[src/rtl/pkt_tx_if.sv]
// pkt_tx_if: source pop port plus downstream FIFO write port and its overflow flag.
// master is the transmitter side, slave is the source/FIFO side.
interface pkt_tx_if #(
    parameter int data_width = 64
);
    logic                  src_rd;
    logic [data_width-1:0] src_data;
    logic                  ovf;
    logic                  wr_sop;
    logic                  wr_eop;
    logic                  wr_vld;
    logic [data_width-1:0] wr_data;

    modport master (
        output src_rd, wr_sop, wr_eop, wr_vld, wr_data,
        input  src_data, ovf
    );

    modport slave (
        input  src_rd, wr_sop, wr_eop, wr_vld, wr_data,
        output src_data, ovf
    );
endinterface

[src/rtl/pkt_tx.sv]
// pkt_tx: frames popped source words into sop/vld/eop packets; halts at a packet boundary on ovf.
// Define PKT_TX_LEN_HDR_EN to send pkt_len as a header word right after SOP.
module pkt_tx #(
    parameter int data_width = 64,
    parameter int len_width  = 9,
    parameter int gap_cycles = 1
) (
    input  logic                 clk,
    input  logic                 rst,
    input  logic                 start,
    input  logic [len_width-1:0] pkt_len,
    output logic                 busy,
    output logic                 done,
    output logic                 err,
    pkt_tx_if.master             bus
);

`ifdef PKT_TX_LEN_HDR_EN
    localparam bit hdr_en = 1'b1;
`else
    localparam bit hdr_en = 1'b0;
`endif

    // state | meaning
    // IDLE  | waiting for start; ovf here halts immediately
    // SOP   | wr_sop cycle; first pop (or header word queued when enabled)
    // DATA  | one wr_vld per popped word; leaves once no pops remain
    // EOP   | wr_eop and done
    // GAP   | gap_cycles of busy with no framing
    // HALT  | err set, start ignored until reset
    typedef enum logic [2:0] {
        S_IDLE,
        S_SOP,
        S_DATA,
        S_EOP,
        S_GAP,
        S_HALT
    } state_t;

    state_t                state_q;
    logic [len_width-1:0]  cnt_q;
    logic [len_width-1:0]  len_q;
    logic                  ovf_seen_q;
    logic                  busy_q;
    logic                  done_q;
    logic                  err_q;
    logic                  wr_sop_q;
    logic                  wr_eop_q;
    logic                  wr_vld_q;
    logic [data_width-1:0] wr_data_q;
    logic                  pop;

    // cnt_q counts pops still owed while framing and remaining idle cycles in GAP
    assign pop = ((state_q == S_SOP && !hdr_en) || state_q == S_DATA) && (cnt_q != '0);

    always_ff @(posedge clk or negedge rst) begin
        if (!rst) begin
            state_q    <= S_IDLE;
            cnt_q      <= '0;
            len_q      <= '0;
            ovf_seen_q <= 1'b0;
            busy_q     <= 1'b0;
            done_q     <= 1'b0;
            err_q      <= 1'b0;
            wr_sop_q   <= 1'b0;
            wr_eop_q   <= 1'b0;
            wr_vld_q   <= 1'b0;
            wr_data_q  <= '0;
        end else begin
            wr_sop_q <= 1'b0;
            wr_eop_q <= 1'b0;
            done_q   <= 1'b0;
            wr_vld_q <= pop;
            if (pop) begin
                wr_data_q <= bus.src_data;
                cnt_q     <= cnt_q - len_width'(1);
            end
            if (bus.ovf && state_q != S_IDLE && state_q != S_HALT) begin
                ovf_seen_q <= 1'b1;
            end
            case (state_q)
                S_IDLE: begin
                    if (bus.ovf) begin
                        state_q <= S_HALT;
                        err_q   <= 1'b1;
                    end else if (start) begin
                        state_q  <= S_SOP;
                        cnt_q    <= pkt_len;
                        len_q    <= pkt_len;
                        busy_q   <= 1'b1;
                        wr_sop_q <= 1'b1;
                    end
                end
                S_SOP: begin
                    if (hdr_en) begin
                        state_q   <= S_DATA;
                        wr_vld_q  <= 1'b1;
                        wr_data_q <= data_width'(len_q);
                    end else if (cnt_q != '0) begin
                        state_q <= S_DATA;
                    end else begin
                        state_q  <= S_EOP;
                        wr_eop_q <= 1'b1;
                        done_q   <= 1'b1;
                    end
                end
                S_DATA: begin
                    if (cnt_q == '0) begin
                        state_q  <= S_EOP;
                        wr_eop_q <= 1'b1;
                        done_q   <= 1'b1;
                    end
                end
                S_EOP: begin
                    state_q <= S_GAP;
                    cnt_q   <= len_width'(gap_cycles - 1);
                end
                S_GAP: begin
                    if (cnt_q == '0) begin
                        busy_q <= 1'b0;
                        if (ovf_seen_q || bus.ovf) begin
                            state_q <= S_HALT;
                            err_q   <= 1'b1;
                        end else begin
                            state_q <= S_IDLE;
                        end
                    end else begin
                        cnt_q <= cnt_q - len_width'(1);
                    end
                end
                S_HALT: state_q <= S_HALT;
                default: state_q <= S_IDLE;
            endcase
        end
    end

    assign busy        = busy_q;
    assign done        = done_q;
    assign err         = err_q;
    assign bus.src_rd  = pop;
    assign bus.wr_sop  = wr_sop_q;
    assign bus.wr_eop  = wr_eop_q;
    assign bus.wr_vld  = wr_vld_q;
    assign bus.wr_data = wr_data_q;

endmodule

[src/flat_wrapper.sv]
// flat-port wrapper written by rule: the top's interface ports become plain ports
module pkt_tx_flat 
#(
    parameter int data_width = 64,
    parameter int len_width  = 9,
    parameter int gap_cycles = 1
)
  (clk, rst, start, pkt_len, busy, done, err, bus_src_rd, bus_wr_sop, bus_wr_eop, bus_wr_vld, bus_wr_data, bus_src_data, bus_ovf);
  pkt_tx_if #(.data_width(data_width)) bus_i ();
  input  logic clk;
  input  logic rst;
  input  logic start;
  input  logic [len_width-1:0] pkt_len;
  output logic busy;
  output logic done;
  output logic err;
  output wire logic [$bits(bus_i.src_rd)-1:0] bus_src_rd;
  output wire logic [$bits(bus_i.wr_sop)-1:0] bus_wr_sop;
  output wire logic [$bits(bus_i.wr_eop)-1:0] bus_wr_eop;
  output wire logic [$bits(bus_i.wr_vld)-1:0] bus_wr_vld;
  output wire logic [$bits(bus_i.wr_data)-1:0] bus_wr_data;
  input wire logic [$bits(bus_i.src_data)-1:0] bus_src_data;
  input wire logic [$bits(bus_i.ovf)-1:0] bus_ovf;
  assign bus_src_rd = bus_i.src_rd;
  assign bus_wr_sop = bus_i.wr_sop;
  assign bus_wr_eop = bus_i.wr_eop;
  assign bus_wr_vld = bus_i.wr_vld;
  assign bus_wr_data = bus_i.wr_data;
  assign bus_i.src_data = bus_src_data;
  assign bus_i.ovf = bus_ovf;
  pkt_tx #(.data_width(data_width), .len_width(len_width), .gap_cycles(gap_cycles)) u_core (.clk(clk), .rst(rst), .start(start), .pkt_len(pkt_len), .busy(busy), .done(done), .err(err), .bus(bus_i));
endmodule
[config.mk]
export PLATFORM = sky130hd
export DESIGN_NAME = pkt_tx_flat
export DESIGN_NICKNAME = d
export VERILOG_FILES = /design/src/rtl/pkt_tx_if.sv /design/src/rtl/pkt_tx.sv /design/src/flat_wrapper.sv
export SDC_FILE = /design/constraint.sdc
export NUM_CORES = 1
export LEC_CHECK = 0
export ABC_AREA = 0
export CORE_UTILIZATION = 45
export CTS_BUF_LIST = sky130_fd_sc_hd__clkbuf_8
export DETAILED_ROUTE_END_ITERATION = 16
export HOLD_SLACK_MARGIN = 0.02
export PLACE_DENSITY = 0.82
export SYNTH_ARGS = -nofsm -noshare
export SYNTH_HDL_FRONTEND = slang
export SYNTH_SLANG_ARGS = --single-unit
export TNS_END_PERCENT = 100
[constraint.sdc]
create_clock -name clk -period 3.4 [get_ports clk]
set_input_delay 0.51 -clock clk [delete_from_list [all_inputs] [get_ports clk]]
set_output_delay 0.51 -clock clk [all_outputs]
set_load 0.01 [all_outputs]
=== Word-level counts from Yosys, hierarchy flattened ===
Index checks and enable logic that the tools add are counted.
W data, S select, Z words.

* Bits in writable memories: 0
* Flip-flop bits (word level): 82
* Latch bits: 0
* Input bits: 77
* ROM bits: 0
* Logic and storage cells: 62
* Memories: 0
* Output and inout bits: 71

* Shift operators: 0
* Reductions and logical operators: 13
* Magnitude comparators: 0
* Mux-type cells: 26
* Equality and inequality tests: 13
* Divide/modulo/power cells: 0
* Multiply operators: 0
* Bitwise operators: 0
* Add/sub/neg operators: 1

{| class="wikitable"
|+ Operators with widths
! operator !! count
|-
| $mux W9 || 4
|-
| $pmux W9 S3 || 1
|-
| $pmux W3 S6 || 1
|-
| $mux W3 || 5
|-
| $mux W1 || 12
|-
| $logic_not A9 Y1 || 1
|-
| $reduce_bool A9 Y1 || 1
|-
| $sub A9 B1 Y9 const B || 1
|-
| $ne A2 B2 Y1 const B || 4
|-
| $reduce_and A4 Y1 || 2
|-
| $eq A3 B2 Y1 const B || 2
|-
| $eq A3 B3 Y1 const B || 2
|-
| $ne A3 B3 Y1 const B || 2
|-
| $pmux W1 S2 || 3
|-
| $ne A2 B1 Y1 const B || 2
|-
| $eq A3 B1 Y1 const B || 1
|-
| $logic_and A1 B1 Y1 || 3
|-
| $logic_not A3 Y1 || 1
|-
| $reduce_and A3 Y1 || 1
|-
| $reduce_bool A3 Y1 || 1
|-
| $logic_or A1 B1 Y1 || 2
|-
| $reduce_bool A2 Y1 || 1
|}

=== Longest topological paths before layout ===
* Depth after elaboration: 7
* Depth in mapped cells: 8
* Gate-level depth less buffers: 7

=== Worst setup path before layout ===
No wires, ideal clock.

* Kind: register to output
* Start: register u_core.cnt_q[0]
* End: output bus_src_rd
* Arrival: 1373 ps
* Cell stages (with the launch flop): 6
* Setup slack: 1517 ps
* Required time: 2890 ps
* Path buffers: 1
* Path through: dfrtp_1 > inv_1 > ha_1 > nor4b_4 > a211oi_4 > buf_2

* Word-level cells in the longest chain between the ends: 2

{| class="wikitable"
|+ Ends and longest elaborated chain
! element !! line !! source
|-
| start, declared || pkt_tx.sv:41 || <nowiki>logic [len_width-1:0] cnt_q;</nowiki>
|-
| start signal, assigned || pkt_tx.sv:76 || <nowiki>cnt_q <= cnt_q - len_width'(1);</nowiki>
|-
| start signal, assigned || pkt_tx.sv:88 || <nowiki>cnt_q <= pkt_len;</nowiki>
|-
| start signal, assigned || pkt_tx.sv:116 || <nowiki>cnt_q <= len_width'(gap_cycles - 1);</nowiki>
|-
| $reduce_bool A9 Y1 || pkt_tx.sv:54 || <nowiki>assign pop = ((state_q == S_SOP && !hdr_en) || state_q == S_DATA) && (cnt_q != '0);</nowiki>
|-
| $logic_and A1 B1 Y1 || pkt_tx.sv:54 ||
|-
| end, declared || flat_wrapper.sv:17 || <nowiki>output wire logic [$bits(bus_i.src_rd)-1:0] bus_src_rd;</nowiki>
|}

No other way between the ends.

=== Worst setup path after layout ===
Same ends and word-level chain as after synthesis.

==> flow_summary.toml <==
[place]
dpl-instance-area_um2 = 5120
io_buffer_count = 147
gp_congestion = 0.839
place_hpwl_mm = 6.16

[timing]
setup_viol = 0
finalCritPeriodShare_pct = 76.2
period_needed_ns = 2.59
skew_ns = 0.00786
drv_slew = 0
hold_viol_final = 0
tns_ns = 0
slew_headroom_pct = 31.7
max_freq_mhz = 386
worst_pin_slew_ns = 1.02
rsz0062_at_grt = "no"

[routing]
dr_wl_met3_um = 747
top_layer = "met4"
drt_iter0_markers = 80
dr.pass1.iters = 4
met1Wirelength_mm = 3.49
routedWlPerCell_um = 16.5
wl_met2_mm = 4.35
final_antenna_net_count = 0
via_count = 2693
wl_mm = 8.69
vias_per_cell = 5.11
drc = 0

[layout]
nFillCells = 580
nNetsFinal = 500
diodes = 0
final_cell_mix = "clkdlybuf4s50_1, dfrtp_1, mux2_2"
layout-drive-gt1-share_pct = 20.5
final_area_um2 = 5330
layout_commonest_cell = "clkdlybuf4s50_1"
area_growth_pct = 48.2

[logic_synthesis]
ys_ff_latch = 82
syn-cell-area_um2 = 3600
syn_area_per_cell_um2 = 13.0
synth_edf_count = 0
ys_async_sr_fraction_pct = 100
yosysWarnings = 0
ys_types = 44
syn_inst = 277
ys_seq_area_share_pct = 57.1
synth_ff_type = "dfrtp_1"
syn_nets = 356

[cts]
tritoncts = "built"
clock_sinks = 82
ctsHtreeMaxLevel = 3
root_buffer = "clkbuf_8"
numCtsBuffers = 9
cts_setup_buffers = 0
hold_buffers = 0
clock_path_buffers = 2
ctsResizeCount = 0
clk_latency_ns = 0.34
clkTransAtPathRegs_ns = 0.08

[floorplanning]
die_w_um = 91.4
fp.dieH_um = 91.4
io_pins = 148
dieArea_um2 = 8350
rows = 32
initial_core_util_pct = 46.5
core_area_um2 = 7730

[worst_setup_path]
crit_type = "reg -> out"
cp.arrival_ns = 2.08
startpoint = "u_core.cnt_q[0]$_DFF_PN0_"
startpoint_type = "flip-flop"
path_max_fanout = 5
cp-end-kind = "output port"
cp_data_required_time_ns = 2.89
rr_startpoint = "u_core.cnt_q[0]$_DFF_PN0_"

[global_routing]
antenna_found_initial = 0
grt_pass1_vias = 2821
grt_first_pass_wirelength_mm = 13.7
grt_max_degree = 83
grtUsageTotal_pct = 21.3
overflow = 0

[run]
cap_violations = 0

[status]
run_status = "complete, no violations"

[power]
max-vdd-ir-drop_v = 0.000229
p_leak_nw = 2.39
p_per_area_nw_per_um2 = 345

[hold_path]
min_path_type = "in -> async"
[layer usage]
layer	global-route usage, %	up-vias
met1	24.9	1335
met2	35.1	87
met4	7.01	0
li1	-	1263
met5	0	-
met3	8.96	8
[synth_stat cells (2+ instances only)]
library cell  instances  area (µm²)
ha_1                  2        25.0
nand2_1              18        67.6
dfrtp_1              82        2050
nand2b_1              3        18.8
o22ai_1               4        25.0
a31oi_1               2        12.5
nor3b_1               2        15.0
clkbuf_1              4        15.0
nand3_1               3        15.0
o221ai_1              2        17.5
buf_4                 3        22.5
mux2_2               64         721
and3_1                2        12.5
inv_1                 4        15.0
xnor2_1               3        26.3
a21boi_0              2        15.0
a21oi_1              12        60.1
xor2_1                5        43.8
mux2i_1               5        50.1
nor2_1               14        52.6
buf_2                 8        40.0
nor2b_1               2        12.5
o21ai_0               9        45.0
or2_2                 2        12.5
[worst max-delay path, stage by stage, from the launching register on]
cell,delay (ns)
dfrtp_1,0.40
inv_1,0.09
ha_1,0.22
nor4b_4,0.16
a211oi_4,0.26
clkdlybuf4s50_1,0.61
[registers in the layout, summed over array words and instances (netlist names)]
signal and cells:
u_core.err 1, u_core.bus.wr_sop 1, u_core.bus.wr_data 64, u_core.cnt_q 9, u_core.done 1, u_core.state_q 3, u_core.ovf_seen_q 1, u_core.bus.wr_vld 1
u_core.busy 1
[path summary, 6_finish.rpt]
check                                                           to  slack, ns  cells past startpoint
worst min register to register              u_core.err$_DFFE_PN0P_       0.48                      1
worst min-delay path                   u_core.bus.wr_vld$_DFF_PN0_       0.34                      1
worst max register to register           u_core.cnt_q[5]$_DFF_PN0_       0.93                      8
min in group clk                            u_core.err$_DFFE_PN0P_       0.48                      1
worst max-delay path                                    bus_src_rd       0.81                      5
max in group asynchronous       u_core.bus.wr_data[40]$_DFFE_PN0N_       2.40                      1
[kinds of logic (layout without fill, tap and decap cells)]
family          Yosys count  count (layout)  synth area share, %
flops                    82              82                 57.1
mux                      69              69                 21.4
simple gates             54              54                 8.21
compound gates           42              42                 7.79
buf+inv                  19             167                 2.57
xor+xnor                  8               8                 1.95
fa+ha+maj                 3               3                0.974
[per-stage QoR]
| stage | power [mW] | hold WS [ns] | util (%) | std cells | setup WS (ns) |
|---|---|---|---|---|---|
| final | 1.84 | 0.336 | 69.0 | 527 | 0.809 |
| after global routing | 1.91 | 0.426 | 69.0 | 527 | 0.682 |
| after CTS | 1.86 | 0.368 | 69.0 | 527 | 0.778 |
| after detailed placement | 1.11 | 0.473 | 66.3 | 512 | 0.967 |
| after global placement | 1.10 | 0.455 | 66.3 | 512 | 1.04 |
| after floorplan | 0.999 | 0.214 | - | 277 | 1.52 |
[area by class of cell]
| type | count | area [µm²] | area share, % |
|---|---|---|---|
| multi-input cells | 176 | 1450 | 27.2 |
| clock buffers | 9 | 124 | 2.32 |
| inverters | 4 | 15.0 | 0.282 |
| repair buffers | 148 | 1480 | 27.7 |
| flip-flops and latches | 82 | 2050 | 38.5 |
| well taps | 102 | 128 | 2.39 |
| clock inverters | 6 | 83.8 | 1.57 |
[power breakdown]
group	leakage (nW)	switching, mW	internal (mW)
Sequential	1.09	0.000271	0.975
Clock	0.103	0.348	0.406
Combinational	1.20	0.0327	0.0781
Note: power is estimated with default switching activity, not from simulation.
